## config.mk

```make
export PLATFORM = sky130hd
export DESIGN_NAME = uart_tx_arbiter
export DESIGN_NICKNAME = d
export VERILOG_FILES = /design/src/rtl/uart_pkg.sv /design/src/rtl/rr_pick.sv /design/src/rtl/uart_tx_arbiter.sv
export SDC_FILE = /design/constraint.sdc
export NUM_CORES = 1
export LEC_CHECK = 0
export CAP_MARGIN = 25
export CORE_UTILIZATION = 54
export DETAILED_ROUTE_END_ITERATION = 6
export GPL_TIMING_DRIVEN = 0
export MAX_ROUTING_LAYER = met4
export PLACE_DENSITY_LB_ADDON = 0.12
export SYNTH_ARGS = -nofsm -noshare
export SYNTH_HDL_FRONTEND = slang
export SYNTH_SLANG_ARGS = --single-unit
```

## constraint.sdc

```tcl
create_clock -name clk -period 3.35 [get_ports clk]
set_clock_uncertainty 0.05 [all_clocks]
set_input_delay 0.67 -clock clk [delete_from_list [all_inputs] [get_ports clk]]
set_output_delay 0.67 -clock clk [all_outputs]
set_load 0.005 [all_outputs]
```

## src/rtl/uart_pkg.sv

```systemverilog
// -----------------------------------------------------------------------------
// uart_pkg
// Shared types and constants for the UART transmit arbiter.
//   arb_state_e        : arbiter FSM state encoding (IDLE, LAUNCH, WAIT_DONE)
//   UART_DATA_W        : default byte width
//   UART_FRAME_TIMEOUT : default clk cycles allowed from tx_start to tx_done.
//                        One 10-bit frame at 9600 baud from 100 MHz is
//                        104170 cycles, so this leaves generous margin.
// -----------------------------------------------------------------------------
package uart_pkg;

   typedef enum logic [1:0] {
      IDLE      = 2'd0,
      LAUNCH    = 2'd1,
      WAIT_DONE = 2'd2
   } arb_state_e;

   localparam int UART_DATA_W        = 8;
   localparam int UART_FRAME_TIMEOUT = 200000;

endpackage

```

## src/rtl/rr_pick.sv

```systemverilog
// -----------------------------------------------------------------------------
// rr_pick
// Combinational round-robin pick: returns the first set bit of req_i found by
// scanning upward from ptr_i and wrapping past NUM_REQ-1 back to 0.
// Ports:
//   req_i     in  NUM_REQ  request vector
//   ptr_i     in  IDW      index with highest priority this cycle
//   winner_o  out IDW      selected index (0 when no request is set)
//   any_req_o out 1        at least one request is set
// -----------------------------------------------------------------------------
module rr_pick #(
   parameter int NUM_REQ = 4,
   parameter int IDW     = (NUM_REQ > 1) ? $clog2(NUM_REQ) : 1
) (
   input  logic [NUM_REQ-1:0] req_i,
   input  logic [IDW-1:0]     ptr_i,
   output logic [IDW-1:0]     winner_o,
   output logic               any_req_o
);

   int   idx;
   logic found;

   // Walk the requesters in priority order (ptr, ptr+1, ... with wrap) and
   // keep the first hit. ptr_i is always below NUM_REQ, so one subtraction
   // is enough to wrap.
   always_comb begin
      winner_o = '0;
      found    = 1'b0;
      idx      = 0;
      for (int i = 0; i < NUM_REQ; i++) begin
         idx = int'(ptr_i) + i;
         if (idx >= NUM_REQ) begin
            idx = idx - NUM_REQ;
         end
         if (!found && req_i[idx[IDW-1:0]]) begin
            found    = 1'b1;
            winner_o = idx[IDW-1:0];
         end
      end
   end

   assign any_req_o = |req_i;

endmodule

```

## src/rtl/uart_tx_arbiter.sv

```systemverilog
// -----------------------------------------------------------------------------
// uart_tx_arbiter
// Round-robin scheduler sharing one UART transmitter among NUM_REQ byte
// producers. A grant is held for up to BURST_LEN back-to-back bytes, then
// priority rotates to the requester after the grantee. A watchdog abandons
// a frame whose tx_done never arrives and raises a sticky error.
//
// Handshake: a requester raises req_valid_i[i] with its byte on req_data_i
// and holds both until it sees the one-cycle req_ready_o[i] pulse; the byte
// was captured on the edge that raised req_ready_o. The transmitter receives
// a one-cycle tx_start_o with tx_data_o, which stays stable until the next
// launch, and answers with a one-cycle tx_done_i at the end of the stop bit.
//
// Ports:
//   clk, rst        system clock, asynchronous active-high reset
//   req_valid_i     per-requester byte pending
//   req_data_i      packed bytes, requester i at [i*DATA_W +: DATA_W]
//   req_ready_o     one-cycle accept pulse, one-hot or zero
//   tx_start_o      one-cycle launch pulse to the transmitter
//   tx_data_o       byte for the transmitter
//   tx_busy_i       transmitter is shifting a frame
//   tx_done_i       one-cycle end-of-frame pulse
//   grant_valid_o   a grant is active (LAUNCH or WAIT_DONE)
//   grant_id_o      current or last grantee
//   timeout_err_o   sticky watchdog flag
//   err_clr_i       clears timeout_err_o (a simultaneous new timeout wins)
//   state_o         debug view of the arbiter state
//   rr_ptr_o        debug view of the round-robin pointer
// -----------------------------------------------------------------------------
module uart_tx_arbiter
   import uart_pkg::*;
#(
   parameter int NUM_REQ     = 4,
   parameter int DATA_W      = UART_DATA_W,
   parameter int BURST_LEN   = 4,
   parameter int TIMEOUT_CYC = UART_FRAME_TIMEOUT,
   parameter int IDW         = (NUM_REQ > 1) ? $clog2(NUM_REQ) : 1
) (
   input  logic                        clk,
   input  logic                        rst,
   input  logic [NUM_REQ-1:0]          req_valid_i,
   input  logic [NUM_REQ*DATA_W-1:0]   req_data_i,
   output logic [NUM_REQ-1:0]          req_ready_o,
   output logic                        tx_start_o,
   output logic [DATA_W-1:0]           tx_data_o,
   input  logic                        tx_busy_i,
   input  logic                        tx_done_i,
   output logic                        grant_valid_o,
   output logic [IDW-1:0]              grant_id_o,
   output logic                        timeout_err_o,
   input  logic                        err_clr_i,
   output arb_state_e                  state_o,
   output logic [IDW-1:0]              rr_ptr_o
);

   localparam int BCW = $clog2(BURST_LEN + 1);
   localparam int WDW = $clog2(TIMEOUT_CYC + 1);

   localparam logic [IDW-1:0] LAST_ID     = IDW'(NUM_REQ - 1);
   localparam logic [BCW-1:0] BURST_MAX   = BCW'(BURST_LEN);
   localparam logic [WDW-1:0] WD_LAST     = WDW'(TIMEOUT_CYC - 1);

   arb_state_e          state_q;
   logic [NUM_REQ-1:0]  req_ready_q;
   logic                tx_start_q;
   logic [DATA_W-1:0]   tx_data_q;
   logic                grant_valid_q;
   logic [IDW-1:0]      grant_id_q;
   logic                timeout_err_q;
   logic [IDW-1:0]      rr_ptr_q;
   logic [BCW-1:0]      burst_cnt_q;
   logic [WDW-1:0]      wd_q;

   logic [IDW-1:0]      rr_ptr_d;
   logic [BCW-1:0]      burst_cnt_d;
   logic                burst_more;
   logic                wd_expired;
   logic [IDW-1:0]      pick_id;
   logic                pick_any;
   logic [DATA_W-1:0]   req_bytes [NUM_REQ];

   genvar g;
   for (g = 0; g < NUM_REQ; g++) begin : g_unpack
      assign req_bytes[g] = req_data_i[g*DATA_W +: DATA_W];
   end

   rr_pick #(
      .NUM_REQ (NUM_REQ),
      .IDW     (IDW)
   ) u_rr_pick (
      .req_i     (req_valid_i),
      .ptr_i     (rr_ptr_q),
      .winner_o  (pick_id),
      .any_req_o (pick_any)
   );

   // Priority passes to the requester after the one just served.
   assign rr_ptr_d    = (grant_id_q == LAST_ID) ? '0 : grant_id_q + 1'b1;
   assign burst_cnt_d = burst_cnt_q + 1'b1;
   // Keep the grant only if the grantee already has its next byte waiting
   // and the burst allowance is not used up.
   assign burst_more  = req_valid_i[grant_id_q] && (burst_cnt_d < BURST_MAX);
   assign wd_expired  = (wd_q == WD_LAST);

   function automatic logic [NUM_REQ-1:0] onehot(input logic [IDW-1:0] id);
      onehot     = '0;
      onehot[id] = 1'b1;
   endfunction

   always_ff @(posedge clk or posedge rst) begin
      if (rst) begin
         state_q       <= IDLE;
         req_ready_q   <= '0;
         tx_start_q    <= 1'b0;
         tx_data_q     <= '0;
         grant_valid_q <= 1'b0;
         grant_id_q    <= '0;
         timeout_err_q <= 1'b0;
         rr_ptr_q      <= '0;
         burst_cnt_q   <= '0;
         wd_q          <= '0;
      end else begin
         // Pulses last one cycle unless a branch below relaunches.
         req_ready_q <= '0;
         tx_start_q  <= 1'b0;

         // A timeout set later in this block overrides the clear.
         if (err_clr_i) begin
            timeout_err_q <= 1'b0;
         end

         case (state_q)
            IDLE: begin
               if (!tx_busy_i && pick_any) begin
                  grant_id_q    <= pick_id;
                  tx_data_q     <= req_bytes[pick_id];
                  burst_cnt_q   <= '0;
                  wd_q          <= '0;
                  tx_start_q    <= 1'b1;
                  req_ready_q   <= onehot(pick_id);
                  grant_valid_q <= 1'b1;
                  state_q       <= LAUNCH;
               end
            end

            LAUNCH: begin
               wd_q    <= '0;
               state_q <= WAIT_DONE;
            end

            WAIT_DONE: begin
               // tx_done is checked first so it wins over a coincident expiry.
               if (tx_done_i) begin
                  burst_cnt_q <= burst_cnt_d;
                  if (burst_more) begin
                     tx_data_q   <= req_bytes[grant_id_q];
                     tx_start_q  <= 1'b1;
                     req_ready_q <= onehot(grant_id_q);
                     state_q     <= LAUNCH;
                  end else begin
                     rr_ptr_q      <= rr_ptr_d;
                     grant_valid_q <= 1'b0;
                     state_q       <= IDLE;
                  end
               end else if (wd_expired) begin
                  // The stuck byte is treated as consumed; no retry.
                  timeout_err_q <= 1'b1;
                  rr_ptr_q      <= rr_ptr_d;
                  grant_valid_q <= 1'b0;
                  state_q       <= IDLE;
               end else if (wd_q != '1) begin
                  wd_q <= wd_q + 1'b1;
               end
            end

            default: begin
               grant_valid_q <= 1'b0;
               state_q       <= IDLE;
            end
         endcase
      end
   end

   assign req_ready_o   = req_ready_q;
   assign tx_start_o    = tx_start_q;
   assign tx_data_o     = tx_data_q;
   assign grant_valid_o = grant_valid_q;
   assign grant_id_o    = grant_id_q;
   assign timeout_err_o = timeout_err_q;
   assign state_o       = state_q;
   assign rr_ptr_o      = rr_ptr_q;

endmodule

```

==> results of run 1 <==
==> cells in the final DEF, fill, tap and decap left out, types with 8 or more instances in the layout <==
cell and n:
nand3_1 9, nor2_1 24, xnor2_1 15, dfrtp_1 42, o21ai_0 21, o22a_1 8
nor3_1 11, buf_2 10, mux2i_1 17, clkdlybuf4s50_1 61, nand2_1 26, mux4_2 9
inv_1 10
==> per-stage QoR <==
step                power, uW  hold WS (ns)  std cells
floorplan                1370         0.416        266
global placement         1790         0.434        379
detailed placement       1810         0.444        380
CTS                      2140         0.461        386
global route             2270         0.482        386
finish                   2130         0.457        386
==> flip-flops by register name (all words and copies together) (netlist names) <==
register       flops
state_o            2
tx_start_o         1
timeout_err_o      1
grant_valid_o      1
burst_cnt_q        3
rr_ptr_o           2
grant_id_o         2
wd_q              18
tx_data_o          8
req_ready_o        4
==> cells by family (layout without fill, tap and decap cells) <==
kind of cell	count (synthesis)	after routing	synth area share
mux	29	29	0.155
buf+inv	25	93	0.0402
flops	42	42	0.402
fa+ha+maj	6	6	0.0287
compound gates	49	49	0.122
simple gates	100	100	0.202
xor+xnor	15	15	0.0502
==> metal layers <==
| metal | part of all wire | global-route usage |
|---|---|---|
| met1 | 0.44 | 0.353 |
| met2 | 0.48 | 0.410 |
| met3 | 0.058 | 0.0506 |
| met4 | 0.022 | 0.0980 |
| met5 | 0 | - |
==> power by group <==
group / total [uW] / switching (uW) / internal, uW
Clock: 327 / 168 / 159
Sequential: 739 / 107 / 633
Combinational: 1070 / 494 / 572
==> worst paths after layout <==
path                            slack (ns)  cells past startpoint                         to
worst max-delay path                  0.60                      9   tx_data_o[2]$_DFFE_PP0P_
worst min-delay path                  0.46                      1  grant_valid_o$_DFFE_PP0P_
worst max register to register        0.92                      9   tx_data_o[2]$_DFFE_PP0P_
worst min register to register        0.46                      1  grant_valid_o$_DFFE_PP0P_
max in group asynchronous             1.89                      2       wd_q[12]$_DFFE_PP0P_
min in group asynchronous             0.81                      2       wd_q[16]$_DFFE_PP0P_
==> layout make-up <==
| type | instances | area, um2 |
|---|---|---|
| Buffer | 14 | 63.8 |
| Inverter | 11 | 41.3 |
| Fill cell | 331 | 1120 |
| Timing Repair Buffer | 62 | 616 |
| Tap cell | 52 | 65.1 |
| Multi-Input combinational cell | 199 | 1460 |
| Sequential cell | 42 | 1050 |
| Clock buffer | 6 | 82.6 |
==> worst reg2reg max path, cell delays in order, from the launching register on <==
cell     delay [ns]
dfrtp_1        0.39
buf_2          0.26
mux4_2         0.22
and2_1         0.13
nor2b_1        0.42
or2_1          0.18
buf_2          0.17
buf_2          0.25
nand2_1        0.08
o22a_1         0.17
==> flow_metrics.env, run 1 <==
export IMPL_critPathKind="in -> reg"
export IMPL_drt_wirelength_per_cell_um=15.8
export IMPL_clk_latency_ns=0.29
export IMPL_synth_net_count=313
export IMPL_via_per_inst=5.92
export IMPL_route_vias_total=2286
export IMPL_synthTopCellsByArea="dfrtp_1 (40%), mux4_2 (7.7%), mux2i_1 (6.5%)"
export IMPL_fin_area_mm2=0.00338
export IMPL_min_delay_start="grant_valid_o$_DFFE_PP0P_"
export IMPL_clock_sinks=42
export IMPL_synth_top_cell_area_share=0.402
export IMPL_coreArea_mm2=0.00450
export IMPL_synth_edf_count=0
export IMPL_die_y_um=71.6
export IMPL_finalWirelength_um=6110
export IMPL_tightest_slew_ns=0.853
export IMPL_clk_pin_slew_ns=0.08
export IMPL_cp_max_fo=10
export IMPL_postCtsSetupBuffers=0
export IMPL_fin_crit_ns=2.75
export IMPL_portBuffers=61
export IMPL_fin_nets=382
export IMPL_crit_family="buffers and inverters"
export IMPL_dp_slack_ns=0.293
export IMPL_p_per_area_mw_per_mm2=631
export IMPL_place_gp_congestion=0.862
export IMPL_synth_seq_cells=42
export IMPL_critPathLaunch="req_valid_i[0]"
export IMPL_die_area_mm2=0.00513
export IMPL_drtPass1Iterations=4
export IMPL_grt_max_degree=43
export IMPL_hpwl_um=4550
export IMPL_cp_slowest_stage_delay_ns=0.57
export IMPL_avgSynthCellArea_um2=9.84
export IMPL_yosysSeqAreaShare=0.402
export IMPL_synth_cell_types=43
export IMPL_drive_above_1_share=0.114
export IMPL_synth_largest_area_cell="dfrtp_1"
export IMPL_clockRootBuffer="clkbuf_8"
export IMPL_finalHoldViolCount=0
export IMPL_grt_total_usage=0.266
export IMPL_die_w_um=71.6
export IMPL_ys_async_sr_fraction=1.00
export IMPL_syn_instance_count=266
export IMPL_irDropWorstVdd_mv=0.401
export IMPL_cts_max_level=2
export IMPL_placed_area_mm2=0.00330
export IMPL_ys_flop_type="dfrtp_1"
export IMPL_crit_path_end_kind="flip-flop"
export IMPL_cts_tree="done"
export IMPL_post_cts_resized=0
export IMPL_grt_pass1_wl_um=10300
export IMPL_ios=62
export IMPL_slowest_stage="clkdlybuf4s50_1"
export IMPL_critPathArrivalTime_ns=2.89
export IMPL_row_count=24
export IMPL_path_common_cell="buf_2"
export IMPL_drc=0
export IMPL_setup_viol=0
export IMPL_grt_pass1_vias=2233
export IMPL_yosysMostFrequentCell="dfrtp_1"
export IMPL_ys_top_cells_by_count="dfrtp_1 (42), nand2_1 (26), nor2_1 (24)"
export IMPL_antenna_found_initial=0
export IMPL_min_path_type="reg -> reg"
export IMPL_cts_buffers_inserted=5
export IMPL_cts_hold_fix_buffers=0
export IMPL_drt_initial_drc_count=107
export IMPL_power_leakage_uw=0.00136
export IMPL_critPathBufInv=3
export IMPL_r2r_start="grant_id_o[1]$_DFFE_PP0P_"
export IMPL_final_util=0.751
export IMPL_timing_fmax_mhz=363
export IMPL_cp_start_kind="input pin"
export IMPL_crit_chain="clkdlybuf4s50_1 -> mux4_2 -> and2_1 -> nor2b_1 -> or2_1 -> buf_2 -> buf_2 -> nand2_1 -> o22a_1"
export IMPL_syn_area_mm2=0.00262
export IMPL_antenna_cells=0
export IMPL_gr_total_overflow=0
export IMPL_area_growth_pct=29.2
export IMPL_finalCritPeriodShare=0.822
export IMPL_status="finished clean"
export IMPL_drtAntennaViolNets=0
export IMPL_clockBufferDepth=2
export IMPL_maxSlewHeadroom=0.430
export IMPL_worstPathRequired_ns=3.49
export IMPL_maxSlewViolCount=0
export IMPL_fin_setup_tns_ns=0
export IMPL_ys_warn_count=0
export IMPL_rsz0062_at_grt="no"
export IMPL_start_util=0.581
export IMPL_worst_slack_ns=0.595
export IMPL_maxCapViolCount=0
(Power assumes the default switching activity.)
==> run 2, diff against run 1 <==
--- a/config.mk
+++ b/config.mk
@@ -6,7 +6,7 @@
 export NUM_CORES = 1
 export LEC_CHECK = 0
 export CAP_MARGIN = 25
-export CORE_UTILIZATION = 54
+export CORE_UTILIZATION = 50
 export DETAILED_ROUTE_END_ITERATION = 6
 export GPL_TIMING_DRIVEN = 0
 export MAX_ROUTING_LAYER = met4
==> constraint.sdc (replaced) <==
create_clock -name clk -period 2.9 [get_ports clk]
set_clock_uncertainty 0.05 [all_clocks]
set_input_delay 0.58 -clock clk [delete_from_list [all_inputs] [get_ports clk]]
set_output_delay 0.58 -clock clk [all_outputs]
set_load 0.005 [all_outputs]
==> run 2 against run 1 <==
Compared with the run above:
- flip-flop and latch count is the same
- critical path type unchanged
- wire length grew 0.23%
- first-iteration DRC count is 52% higher
- clock power increased by 45%
- largest power group unchanged
- combinational power increased by 15%
- register-to-register slack got worse by 0.46 ns
- sequential share of layout area decreased by 0.44 points
- total power increased by 19%
- count of clock-buffer cells in the layout did not move
- sequential power grew 15%
- design area up 1.4%
==> flow_metrics.env, run 2 (synthesized netlist as in run 1, its figures left out) <==
export IMPL_die_w_um=74.4
export IMPL_coreArea_mm2=0.00488
export IMPL_status="finished clean"
export IMPL_finalHoldViolCount=0
export IMPL_min_delay_start="tx_data_o[7]$_DFFE_PP0P_"
export IMPL_grt_pass1_vias=2161
export IMPL_start_util=0.536
export IMPL_crit_path_end_kind="flip-flop"
export IMPL_fin_area_mm2=0.00343
export IMPL_whs_ns=0.459
export IMPL_postCtsSetupBuffers=0
export IMPL_drtAntennaViolNets=0
export IMPL_die_area_mm2=0.00553
export IMPL_maxSlewHeadroom=0.409
export IMPL_post_cts_resized=0
export IMPL_fin_setup_tns_ns=0
export IMPL_die_y_um=74.4
export IMPL_grt_max_degree=43
export IMPL_drt_wirelength_per_cell_um=15.2
export IMPL_setup_viol=0
export IMPL_clockRootBuffer="clkbuf_8"
export IMPL_r2r_start="grant_id_o[1]$_DFFE_PP0P_"
export IMPL_critPathArrivalTime_ns=2.86
export IMPL_cts_hold_fix_buffers=0
export IMPL_min_path_type="reg -> reg"
export IMPL_clk_latency_ns=0.29
export IMPL_area_growth_pct=31.0
export IMPL_largest_register_ffs=18
export IMPL_clockBufferDepth=2
export IMPL_row_count=25
export IMPL_grt_total_usage=0.248
export IMPL_timing_fmax_mhz=366
export IMPL_holdPathStages=1
export IMPL_antenna_found_initial=0
export IMPL_placed_area_mm2=0.00331
export IMPL_fin_nets=382
export IMPL_ios=62
export IMPL_antenna_cells=0
export IMPL_drive_above_1_share=0.116
export IMPL_maxCapViolCount=0
export IMPL_power_leakage_uw=0.00137
export IMPL_drtPass1Iterations=4
export IMPL_route_vias_total=2265
export IMPL_cts_tree="done"
export IMPL_clock_sinks=42
export IMPL_final_cell_mix="clkdlybuf4s50_1 (61), dfrtp_1 (42), nand2_1 (26), nor2_1 (24), o21ai_0 (21)"
export IMPL_min_to="tx_data_o[7]$_DFFE_PP0P_"
export IMPL_regToRegSetupSlack_ns=0.46
export IMPL_drt_initial_drc_count=163
export IMPL_portBuffers=61
export IMPL_hpwl_um=4480
export IMPL_fin_crit_ns=2.73
export IMPL_layout_commonest_cell="clkdlybuf4s50_1"
export IMPL_gr_total_overflow=0
export IMPL_finalCritPeriodShare=0.941
export IMPL_seq_area_mm2=0.00105
export IMPL_regMostFlops="wd_q"
export IMPL_critPathKind="in -> reg"
export IMPL_r2r_end="tx_data_o[2]$_DFFE_PP0P_"
export IMPL_cts_buffers_inserted=5
export IMPL_grt_pass1_wl_um=9940
export IMPL_finalWirelength_um=6120
export IMPL_maxSlewViolCount=0
export IMPL_cts_max_level=2
export IMPL_clk_pin_slew_ns=0.07
export IMPL_reg2regPathDepth=9
export IMPL_rsz0062_at_grt="no"
export IMPL_via_per_inst=5.63
export IMPL_worstPathRequired_ns=3.03
export IMPL_multiInputGateArea_mm2=0.00146
export IMPL_place_gp_congestion=0.882
export IMPL_nFillCells=387
export IMPL_cp_start_kind="input pin"
export IMPL_drc=0
export IMPL_p_per_area_mw_per_mm2=743
export IMPL_tightest_slew_ns=0.886
export IMPL_cp_max_fo=10
export IMPL_irDropWorstVdd_mv=0.497
[run 2: changes by cell type in the layout (fill, tap and decap cells not counted), sizes merged]
| cell | before | now |
|---|---|---|
| clkbuf | 11 | 12 |
| buf | 10 | 9 |
| bufinv | 0 | 1 |
[run 2: worst max path at each step]
| stage | startpoint | endpoint | slack (ns) | cells after the start |
|---|---|---|---|---|
| 6_report | req_valid_i[0] | tx_data_o[3]$_DFFE_PP0P_ | 0.17 | 8 |
| 5_1_grt | req_valid_i[0] | tx_data_o[3]$_DFFE_PP0P_ | 0.007 | 8 |
| 4_1_cts | req_valid_i[0] | tx_data_o[2]$_DFFE_PP0P_ | 0.02 | 8 |
| 3_5_place_dp | req_valid_i[0] | tx_data_o[2]$_DFFE_PP0P_ | -0.31 | 8 |
| 3_3_place_gp | req_valid_i[0] | tx_data_o[2]$_DFFE_PP0P_ | -0.23 | 8 |
| 2_1_floorplan | req_valid_i[3] | tx_data_o[0]$_DFFE_PP0P_ | 0.69 | 7 |
[run 2: final cells by class]
| class | instances | area share |
|---|---|---|
| Timing Repair Buffer | 62 | 0.179 |
| Inverter | 11 | 0.0120 |
| Multi-Input combinational cell | 199 | 0.426 |
| Tap cell | 67 | 0.0244 |
| Sequential cell | 42 | 0.306 |
| Buffer | 14 | 0.0186 |
| Clock buffer | 6 | 0.0241 |
| Clock inverter | 1 | 0.00876 |
[run 2: per-stage QoR]
step,setup WS (ns),cells,util,power (uW)
final,0.171,402,0.703,2550
after global routing,0.00731,402,0.703,2710
after CTS,0.0216,401,0.702,2570
after detailed placement,-0.313,394,0.679,2080
after global placement,-0.227,394,0.679,2070
after floorplan,0.692,266,-,1590
[run 2: per-layer routing]
metal | vias to the layer above | GRT usage | share of wire
met5 | - | - | 0
met4 | 0 | 0.0901 | 0.0080
met3 | 4 | 0.0488 | 0.056
met2 | 73 | 0.395 | 0.48
met1 | 1092 | 0.314 | 0.45
li1 | 1096 | - | -
[run 2: worst max-delay path, cell delays in order]
cell             delay, ns
clkdlybuf4s50_1       0.51
nor4_1                0.61
nor4_1                0.15
clkbuf_2              0.19
or2_1                 0.24
buf_2                 0.16
buf_2                 0.19
o22a_1                0.21
[run 2: power by group]
group	switching (uW)	internal [uW]	total, uW
sequential	116	731	847
clock	199	276	474
combinational	566	661	1230
==> run 3, diff against run 2 <==
--- a/config.mk
+++ b/config.mk
@@ -10,7 +10,8 @@
 export DETAILED_ROUTE_END_ITERATION = 6
 export GPL_TIMING_DRIVEN = 0
 export MAX_ROUTING_LAYER = met4
-export PLACE_DENSITY_LB_ADDON = 0.12
+export PLACE_DENSITY = 0.8
+export SETUP_SLACK_MARGIN = 0.4
 export SYNTH_ARGS = -nofsm -noshare
 export SYNTH_HDL_FRONTEND = slang
 export SYNTH_SLANG_ARGS = --single-unit
==> run 3 against run 2 <==
Compared with the run above:
- via count grew 0.26%
- register-to-register slack improved by 0.05 ns
- die area unchanged
- total power is 3.2% lower
- critical path type unchanged
- largest power group unchanged
==> flow_metrics.env, run 3 (synthesized netlist as in run 1, its figures left out) <==
export IMPL_top_usage_layer="met2"
export IMPL_p_per_area_mw_per_mm2=725
export IMPL_largest_register_ffs=18
export IMPL_cp_max_fo=9
export IMPL_die_y_um=74.4
export IMPL_dp_cells=394
export IMPL_r2r_start="grant_id_o[1]$_DFFE_PP0P_"
export IMPL_drt_initial_drc_count=135
export IMPL_drt_wirelength_per_cell_um=15.7
export IMPL_rsz0062_at_grt="no"
export IMPL_status="finished clean"
export IMPL_die_area_mm2=0.00553
export IMPL_fin_crit_ns=2.41
export IMPL_antenna_cells=0
export IMPL_drive_above_1_share=0.117
export IMPL_grt_met1_usage=0.348
export IMPL_maxCapViolCount=0
export IMPL_fin_nets=381
export IMPL_finalCritPeriodShare=0.832
export IMPL_grt_max_degree=43
export IMPL_portBuffers=61
export IMPL_place_gp_congestion=0.870
export IMPL_crit_path_end_kind="flip-flop"
export IMPL_setup_viol=0
export IMPL_fin_setup_tns_ns=0
export IMPL_timing_fmax_mhz=414
export IMPL_critPathKind="in -> reg"
export IMPL_clockRootBuffer="clkbuf_8"
export IMPL_gr_total_overflow=0
export IMPL_irDropWorstVdd_mv=0.461
export IMPL_clk_pin_slew_ns=0.07
export IMPL_maxSlewViolCount=0
export IMPL_placed_area_mm2=0.00331
export IMPL_layout_commonest_cell="clkdlybuf4s50_1"
export IMPL_whs_ns=0.460
export IMPL_drc=0
export IMPL_min_path_type="reg -> reg"
export IMPL_finalWirelength_um=6300
export IMPL_via_per_inst=5.66
export IMPL_coreArea_mm2=0.00488
export IMPL_antenna_found_initial=0
export IMPL_cts_hold_fix_buffers=0
export IMPL_worstPathRequired_ns=3.05
export IMPL_cts_max_level=2
export IMPL_ios=62
export IMPL_cts_tree="done"
export IMPL_finalNonFillerCells=401
export IMPL_power_leakage_uw=0.00136
export IMPL_clockBufferDepth=2
export IMPL_tightest_slew_ns=0.867
export IMPL_hpwl_um=4620
export IMPL_postCtsSetupBuffers=0
export IMPL_final_cell_mix="clkdlybuf4s50_1 (57), dfrtp_1 (42), nand2_1 (26), nor2_1 (24), o21ai_0 (21)"
export IMPL_cts_buffers_inserted=5
export IMPL_clock_sinks=42
export IMPL_cp_start_kind="input pin"
export IMPL_clk_latency_ns=0.29
export IMPL_regMostFlops="wd_q"
export IMPL_route_vias_total=2271
export IMPL_critPathArrivalTime_ns=2.57
export IMPL_row_count=25
export IMPL_die_w_um=74.4
export IMPL_grt_pass1_vias=2311
export IMPL_finalHoldViolCount=0
export IMPL_grt_pass1_wl_um=10500
export IMPL_grt_total_usage=0.261
export IMPL_min_delay_start="tx_data_o[1]$_DFFE_PP0P_"
export IMPL_fin_area_mm2=0.00340
export IMPL_start_util=0.536
export IMPL_finalPower_uw=2470
export IMPL_critPathLaunch="tx_busy_i"
export IMPL_drtPass1Iterations=4
export IMPL_met2_usage=0.409
export IMPL_drtAntennaViolNets=0
export IMPL_grtUsageMet3=0.0556
export IMPL_area_growth_pct=29.9
export IMPL_maxSlewHeadroom=0.421
run 3: cell types whose count changed in the layout (fill, tap and decap cells not counted), sizes merged:
cell / change
clkdlybuf4s50: -4
dlygate4sd2: +4
bufinv: -1
run 3: worst max-delay path, stage by stage:
cell             delay, ns
clkdlybuf4s50_1       0.45
o32a_1                0.34
buf_2                 0.17
or4_4                 0.55
or3_1                 0.32
a21oi_1               0.16
run 3: timing repair:
item                       4_1_cts  5_1_grt
setup endpoints to repair       19        0
gates resized for setup          8        0
hold endpoints to repair         0        0
run 3: through the flow:
step,util,setup WS (ns)
2_1_floorplan,-,0.692
3_3_place_gp,0.679,-0.228
3_5_place_dp,0.679,-0.360
4_1_cts,0.697,0.485
5_1_grt,0.697,0.418
6_report,0.697,0.487
run 3: area by class of cell:
type,count,area (um2)
fillers,400,1480
multi-input cells,199,1480
flip-flops and latches,42,1050
repair buffers,61,606
well taps,67,83.8
clock buffers,7,76.3
plain buffers,14,66.3
inverters,11,41.3
run 3: metal layers:
layer / part of all wire / vias to the layer above
met4: 0.0036 / 0
met1: 0.46 / 1099
li1: - / 1094
met2: 0.48 / 76
met5: 0 / -
met3: 0.057 / 2
run 3: worst paths after layout:
path | endpoint | depth (start not counted) | slack (ns)
worst max-delay path | wd_q[13]$_DFFE_PP0P_ | 6 | 0.49
worst min-delay path | tx_data_o[1]$_DFFE_PP0P_ | 1 | 0.46
worst max register to register | tx_data_o[3]$_DFFE_PP0P_ | 8 | 0.51
worst min register to register | tx_data_o[1]$_DFFE_PP0P_ | 1 | 0.46
max in group asynchronous | req_ready_o[1]$_DFF_PP0_ | 2 | 1.52
min in group asynchronous | burst_cnt_q[2]$_DFFE_PP0P_ | 2 | 0.74
run 3: where the power goes:
| group | switching (uW) | internal (uW) | total, uW |
|---|---|---|---|
| logic | 585 | 665 | 1250 |
| registers | 125 | 731 | 856 |
| clock network | 194 | 166 | 360 |
